`src/rtl/pcm_pkg.sv`:
```
// Shared PCM definitions and the 16-bit output conversion used by every channel.
// Build option: define PCM_SATURATE_EN to clamp instead of wrapping.
package pcm_pkg;

  localparam int PCM_W = 16;
  localparam logic signed [PCM_W-1:0] PCM_MAX = 16'sh7FFF;
  localparam logic signed [PCM_W-1:0] PCM_MIN = 16'sh8000;

  // Callers sign-extend their accumulator-width value to 32 bits first.
  function automatic logic [PCM_W-1:0] pcm_conv(input logic signed [31:0] v);
    logic [PCM_W-1:0] r;
`ifdef PCM_SATURATE_EN
    if (v > 32'sd32767) begin
      r = PCM_MAX;
    end else if (v < -32'sd32768) begin
      r = PCM_MIN;
    end else begin
      r = v[PCM_W-1:0];
    end
`else
    r = v[PCM_W-1:0];
`endif
    return r;
  endfunction

endpackage

```
`src/rtl/pcm_decim_chan.sv`:
```
// One decimator channel: accumulator, shift/convert, output word register,
// valid/ready handshake and sticky overrun flag.
module pcm_decim_chan
  import pcm_pkg::*;
#(
  parameter int ADW = 12,
  parameter int ACW = ADW + 8
) (
  input  logic             pcm_in_clk,
  input  logic             rst,
  input  logic             acc_en,
  input  logic             dump,
  input  logic [ADW-1:0]   sample,
  input  logic [3:0]       pcm_shift,
  input  logic             out_ready,
  input  logic             overrun_clr,
  output logic             out_valid,
  output logic [PCM_W-1:0] out_word,
  output logic             overrun
);

  // Handshake: a word transfers on any clock where out_valid && out_ready;
  // out_valid never drops without a transfer, and a dump always (re)loads it.
  logic signed [ACW-1:0] acc_q, acc_d;
  logic signed [ACW-1:0] sum, shifted;
  logic [PCM_W-1:0]      word_q, word_d;
  logic                  valid_q, valid_d;
  logic                  ovr_q, ovr_d;

  always_comb begin
    sum     = acc_q + {{(ACW-ADW){sample[ADW-1]}}, sample};
    shifted = sum >>> pcm_shift;
    acc_d   = acc_q;
    word_d  = word_q;
    valid_d = valid_q;
    ovr_d   = ovr_q;
    if (valid_q && out_ready) begin
      valid_d = 1'b0;
    end
    if (overrun_clr) begin
      ovr_d = 1'b0;
    end
    if (dump) begin
      acc_d   = '0;
      word_d  = pcm_conv({{(32-ACW){shifted[ACW-1]}}, shifted});
      valid_d = 1'b1;
      // Overwriting an unaccepted word; set beats a simultaneous clear.
      if (valid_q && !out_ready) begin
        ovr_d = 1'b1;
      end
    end else if (acc_en) begin
      acc_d = sum;
    end
  end

  always_ff @(posedge pcm_in_clk) begin
    if (rst) begin
      acc_q   <= '0;
      word_q  <= '0;
      valid_q <= 1'b0;
      ovr_q   <= 1'b0;
    end else begin
      acc_q   <= acc_d;
      word_q  <= word_d;
      valid_q <= valid_d;
      ovr_q   <= ovr_d;
    end
  end

  assign out_valid = valid_q;
  assign out_word  = word_q;
  assign overrun   = ovr_q;

endmodule

```
`src/rtl/pcm_decimator.sv`:
```
// Multi-channel accumulate-and-dump decimator feeding pcmmux_fifo.
// Build option: PCM_SATURATE_EN selects clamping in the 16-bit conversion.
module pcm_decimator
  import pcm_pkg::*;
#(
  parameter int CHANNEL = 3,
  parameter int ADW     = 12,
  parameter int ACW     = ADW + 8
) (
  input  logic                     pcm_in_clk,
  input  logic                     rst,
  input  logic                     adc_valid,
  input  logic [ADW*CHANNEL-1:0]   adc_in,
  output logic [CHANNEL-1:0]       pcm_out_valid,
  input  logic [CHANNEL-1:0]       pcm_out_ready,
  output logic [PCM_W*CHANNEL-1:0] pcm_out,
  input  logic [7:0]               decim_ratio,
  input  logic [3:0]               pcm_shift,
  output logic [CHANNEL-1:0]       overrun,
  input  logic                     overrun_clr
);

  logic [7:0] cnt_q, cnt_d;
  logic       dump, acc_en;

  // >= so that lowering decim_ratio below the running count dumps immediately.
  always_comb begin
    dump   = adc_valid && (cnt_q >= decim_ratio);
    acc_en = adc_valid && !dump;
    cnt_d  = cnt_q;
    if (dump) begin
      cnt_d = '0;
    end else if (acc_en) begin
      cnt_d = cnt_q + 8'd1;
    end
  end

  always_ff @(posedge pcm_in_clk) begin
    if (rst) begin
      cnt_q <= '0;
    end else begin
      cnt_q <= cnt_d;
    end
  end

  for (genvar k = 0; k < CHANNEL; k++) begin : g_chan
    pcm_decim_chan #(
      .ADW(ADW),
      .ACW(ACW)
    ) u_chan (
      .pcm_in_clk (pcm_in_clk),
      .rst        (rst),
      .acc_en     (acc_en),
      .dump       (dump),
      .sample     (adc_in[ADW*k +: ADW]),
      .pcm_shift  (pcm_shift),
      .out_ready  (pcm_out_ready[k]),
      .overrun_clr(overrun_clr),
      .out_valid  (pcm_out_valid[k]),
      .out_word   (pcm_out[PCM_W*k +: PCM_W]),
      .overrun    (overrun[k])
    );
  end

endmodule

```
`config.mk`:
```
export PLATFORM = sky130hd
export DESIGN_NAME = pcm_decimator
export DESIGN_NICKNAME = d
export VERILOG_FILES = /design/src/rtl/pcm_pkg.sv /design/src/rtl/pcm_decim_chan.sv /design/src/rtl/pcm_decimator.sv
export SDC_FILE = /design/constraint.sdc
export NUM_CORES = 1
export LEC_CHECK = 0
export ABC_AREA = 1
export CAP_MARGIN = 15
export CORE_MARGIN = 2
export CORE_UTILIZATION = 41
export CTS_CLUSTER_DIAMETER = 60
export DETAILED_ROUTE_END_ITERATION = 12
export GPL_TIMING_DRIVEN = 0
export MAX_ROUTING_LAYER = met4
export PLACE_DENSITY = 0.66
export SYNTH_ARGS = -nofsm -noshare
export SYNTH_HDL_FRONTEND = slang
export SYNTH_SLANG_ARGS = --single-unit
```
`constraint.sdc`:
```
create_clock -name pcm_in_clk -period 4.8 [get_ports pcm_in_clk]
set_input_delay 0.96 -clock pcm_in_clk [delete_from_list [all_inputs] [get_ports pcm_in_clk]]
set_output_delay 0.96 -clock pcm_in_clk [all_outputs]
set_load 0.01 [all_outputs]
```
# After elaboration in Yosys (flattened, before gate mapping)

Index checks and enable logic that the tools add are counted.

RAM bits: 0
Output and inout port bits: 54
Memories kept: 0
Bits in registers: 122
Latch bits: 0
Input bits: 55
Bits in read-only memories: 0

Mux-type cells: 15
Order comparisons: 1
Shifts and indexed selects: 3
Divide/modulo/power cells: 0
$mul: 0
Reduce and logical (&&, ||, !) cells: 16
Bitwise operators: 0
Eq/ne operators: 0
$add $sub $neg: 4

Operators by type and width:

| operator            | count |
|---|---|
| $add 20x20->20      | 3 |
| $sshr 20x4->16      | 3 |
| $mux 1              | 15 |
| $add 8x1->8 const B | 1 |
| $ge 8x8->1          | 1 |
| $logic_and 1x1->1   | 8 |
| $reduce_bool 2->1   | 3 |
| $logic_not 1->1     | 4 |
| $reduce_or 2->1     | 1 |

# Depth between registers and ports, before layout

Depth in word-level cells: 4
Depth in mapped cells: 19
Depth with buffers taken out: 19

# Hierarchy

From an unflattened synthesis, not the netlist that was laid out.

Cell total of the unflattened synthesis: 1858
Area total of the unflattened synthesis: 11307.1 um^2

By module, submodules not included:

| module                                 | instances | seq. area each (um^2) | cells an instance | area each (um^2) |
|---|---|---|---|---|
| pcm_decim_chan at g_chan[0].u_chan ... | 2         | 760.7                 | 579               | 3510.9 |
| pcm_decim_chan at g_chan[2].u_chan     | 1         | 760.7                 | 590               | 3570.9 |
| pcm_decimator                          | 1         | 160.2                 | 110               | 714.4 |

# Least setup slack after synthesis

OpenSTA, ideal clock, no wires.

Kind: input to register
Start point: input adc_in[24]
End point: register g_chan[2].u_chan.word_q[3]
Required time: 4688 ps
Arrival: 2663 ps
Buffers on the path: 0
Setup slack: 2025 ps
Cell stages on the path: 18
Path through: ha_1 -> fa_1 -> nand3_1 -> nand3_1 -> nand2_1 -> nand2_1 -> nand2_1 -> nand2_1 -> nand2_1 -> nand2_1 -> nand2_1 -> nand3_1 -> nand2_1 -> nand2_1 -> nand2_1 -> nand2_1 -> nand2_1 -> nand2_1

Cells in the longest elaborated chain, start to end: 2

Ends and longest elaborated chain:

| what                   | RTL line             | source |
|---|---|---|
| start: declaration     | pcm_decimator.sv:13  | `input logic [ADW*CHANNEL-1:0] adc_in,` |
| $add 20x20->20         | pcm_decim_chan.sv:31 | `sum = acc_q + {{(ACW-ADW){sample[ADW-1]}}, sample};` |
| $sshr 20x4->16         | pcm_decim_chan.sv:32 | `shifted = sum >>> pcm_shift;` |
| end signal: assignment | pcm_decim_chan.sv:64 | `word_q <= word_d;` |
| end: declaration       | pcm_decim_chan.sv:26 | `logic [PCM_W-1:0] word_q, word_d;` |

No other way between the ends.
A chain may end at the register's enable or synchronous reset.

# Final worst setup path

Start point: input adc_in[35]
End point: register g_chan[2].u_chan.word_q[5]

Same word-level chain as after synthesis.

==> results.sh <==
export IMPL_drc_errors=0
export IMPL_grt_usage=0.3214
export IMPL_intPower_w=0.002412
export IMPL_syn_to_final_growth_pct=19.24
export IMPL_power_share_clock=0.349
export IMPL_dp_hpwl_um=33870
export IMPL_antenna_found_initial=0
export IMPL_cts_buffers=17
export IMPL_async_reset_ff_frac=0
export IMPL_finalWorstPathRequiredPeriod_ns=3.417
export IMPL_synth_edf_count=0
export IMPL_crit_type="input pin to flop"
export IMPL_maxCapViolCount=0
export IMPL_p_per_area_mw_per_mm2=310.0
export IMPL_start_util=0.4187
export IMPL_routed_via_count=12821
export IMPL_coreArea_mm2=0.02606
export IMPL_wl_um=44150
export IMPL_port_buffers=106
export IMPL_grt_pass1_wl_um=67250
export IMPL_netlist_instances=1806
export IMPL_path_cells="clkdlybuf4s50_1 > ha_1 > nand2_1 > inv_1 > nand2_1 > nor3_1 > nand2_1 > nand3_1 > nand2_1 > nand2_1 > nand3_1 > nand2_1 > nand2_1 > nand2_1 > nand2_1 > nand2_1 > nand2_1"
export IMPL_cts_sinks=122
export IMPL_cts_repair_resized=0
export IMPL_timing_hold_ws_ns=0.4538
export IMPL_row_count=59
export IMPL_ys_flop_type="dfxtp_1"
export IMPL_clockBufferDepth=2
export IMPL_synth_seq_cells=122
export IMPL_relSlewSlack=0.3487
export IMPL_hp_class="flop to flop"
export IMPL_antenna_left=0
export IMPL_synth_cell_type_count=37
export IMPL_synth_most_common_cell="nand2_1"
export IMPL_die_h_um=167.1
export IMPL_clk_pin_slew_ns=0.06
export IMPL_gp_congestion=0.9624
export IMPL_cts_tree="done"
export IMPL_final_hold_viol_count=0
export IMPL_leakagePower_nw=6.555
export IMPL_dieWidth_um=167.1
export IMPL_crit_top_cell="nand2_1"
export IMPL_seq_area_frac_synth=0.2238
export IMPL_insertion_delay_ns=0.44
export IMPL_synth_area_leaders="dfxtp_1, nand2_1, nand3_1"
export IMPL_yosys_warnings=0
export IMPL_yosys_area_top_type="dfxtp_1"
export IMPL_nets=2055
export IMPL_grt_pass1_vias=12291
export IMPL_worstSetupEndpointType="flop"
export IMPL_syn_num_nets=1930
export IMPL_viasPerCell=5.626
export IMPL_drv_slew=0
export IMPL_antenna_cells=0
export IMPL_switching_share=0.4019
export IMPL_clockRootBuffer="clkbuf_16"
export IMPL_p_seq_frac=0.275
export IMPL_drive_gt1_frac=0.09671
export IMPL_grt_start_max_net_pins=17
export IMPL_drtIter0Drc=1311
export IMPL_ys_top_cells_by_count="nand2_1, nand3_1, inv_1"
export IMPL_post_cts_buffers=0
export IMPL_dieArea_mm2=0.02793
export IMPL_setup_viol=0
export IMPL_vdd_drop_max_v=0.0001977
export IMPL_fmax_mhz=292.7
export IMPL_drtPass1Iterations=6
export IMPL_h_tree_depth=4
export IMPL_crit_fanout=9
export IMPL_finalClockSkew_ns=0.01503
export IMPL_ioPinCount=109
export IMPL_synth_avg_cell_area_um2=6.042
export IMPL_netlist_area_mm2=0.01091
export IMPL_cp_start_kind="input pin"
export IMPL_arrival_ns=3.74
export IMPL_wl_per_cell_um=19.37
export IMPL_cp_required_ns=5.12
export IMPL_slowest_stage="clkdlybuf4s50_1"
export IMPL_fin_util=0.4993
export IMPL_cp_num_buf_inv=2
export IMPL_min_period_over_period=0.7118
export IMPL_grt_overflow=0
export IMPL_combPwrFrac=0.376
export IMPL_status="completed"
export IMPL_rsz0062_at_grt="no"
export IMPL_critPathTopFamily="simple AND/OR/NAND/NOR gates"
export IMPL_switchingPower_w=0.001621
export IMPL_yosysTopAreaCellShare=0.2238
export IMPL_tightest_slew_ns=0.9770
export IMPL_finalSetupTns_ns=0
export IMPL_cts_hold_buf=0
export IMPL_slowest_delay_ns=0.63
==> kinds of logic after synthesis <==
family,synth area share
xor+xnor,0.008830
simple gates,0.4289
compound gates,0.1477
buf+inv,0.1078
mux,0.001835
fa+ha+maj,0.08118
flops,0.2238
==> metal layers <==
layer	GRT usage	share of wire	up-vias
met3	0.05956	0.082	151
met2	0.5242	0.45	545
li1	-	-	6294
met5	-	0	-
met4	0.1747	0.059	0
met1	0.3753	0.41	5831
==> cell type report <==
type                            instances  area [um^2]
Fill cell                            2791        13050
Multi-Input combinational cell       1408         7293
Sequential cell                       122         2442
Timing Repair Buffer                  106         1061
Inverter                              194        728.2
Clock buffer                           19        452.9
Buffer                                 82        447.9
Tap cell                              335        419.2
Clock inverter                         13        166.4
==> power by group through the flow <==
stage	Sequential, W	Clock [W]	Combinational, W
2_1_floorplan	0.00112	0	0.00107
3_3_place_gp	0.00113	0	0.00146
3_5_place_dp	0.00113	0	0.00148
4_1_cts	0.00111	0.00140	0.00149
5_1_grt	0.00112	0.00145	0.00169
6_report	0.00111	0.00141	0.00152
==> cell usage in the layout, fill, tap and decap left out, types with 4 or more instances in the layout <==
| cell type | n |
|---|---|
| nand4_1 | 15 |
| o211ai_1 | 11 |
| clkbuf_1 | 20 |
| inv_1 | 185 |
| nand3b_1 | 6 |
| xnor2_1 | 8 |
| nor3_2 | 4 |
| or2_2 | 4 |
| dfxtp_1 | 122 |
| ha_1 | 66 |
| a21oi_2 | 12 |
| nor2_2 | 13 |
| inv_2 | 9 |
| nand2_2 | 33 |
| nand3_1 | 331 |
| a21oi_1 | 128 |
| o21ai_1 | 4 |
| o21ai_0 | 99 |
| nor3_1 | 11 |
| nor2_1 | 57 |
| buf_1 | 5 |
| nand2_1 | 531 |
| buf_2 | 34 |
| clkdlybuf4s50_1 | 106 |
| nand3_2 | 20 |
| buf_4 | 16 |
| a31oi_1 | 36 |
| clkbuf_4 | 4 |
| clkbuf_16 | 17 |
==> final timing paths <==
kind,depth (start not counted),startpoint,slack (ns),endpoint
setup reg to reg,12,g_chan[1].u_chan.acc_q[0],2.11,g_chan[1].u_chan.out_word[4]
hold reg to reg,2,g_chan[0].u_chan.out_word[10],0.45,g_chan[0].u_chan.out_word[10]
setup / recovery,17,adc_in[35],1.38,g_chan[2].u_chan.out_word[5]
hold / removal,2,g_chan[0].u_chan.out_word[10],0.45,g_chan[0].u_chan.out_word[10]
==> flip-flops by register name, indices dropped and copies added (netlist names) <==
| name | count |
|---|---|
| cnt_q | 8 |
| g_chan.u_chan.overrun | 3 |
| g_chan.u_chan.acc_q | 60 |
| g_chan.u_chan.out_valid | 3 |
| g_chan.u_chan.out_word | 48 |
==> metrics by stage <==
| step | worst slack (ns) | total power [W] | cell area, um^2 | cells |
|---|---|---|---|---|
| 2_1_floorplan | 2.025 | 0.002192 | 10910 | 1806 |
| 4_1_cts | 1.453 | 0.003999 | 13010 | 2279 |
| 3_5_place_dp | 1.031 | 0.002608 | 12390 | 2247 |
| 5_1_grt | 1.159 | 0.004254 | 13010 | 2279 |
| 6_report | 1.383 | 0.004034 | 13010 | 2279 |
| 3_3_place_gp | 1.042 | 0.002593 | 12390 | 2247 |
==> worst register-to-register path: stages, from the launching register on <==
cell and delay (ns):
dfxtp_1 0.31, ha_1 0.33, fa_1 0.48, nand3_1 0.09, nand3_1 0.13, xnor2_1 0.34
nand2_1 0.13, nand3_1 0.14, nand3_1 0.10, nand2_1 0.10, inv_1 0.04, a21oi_1 0.27
a21oi_1 0.11
(Power assumes the default switching activity.)
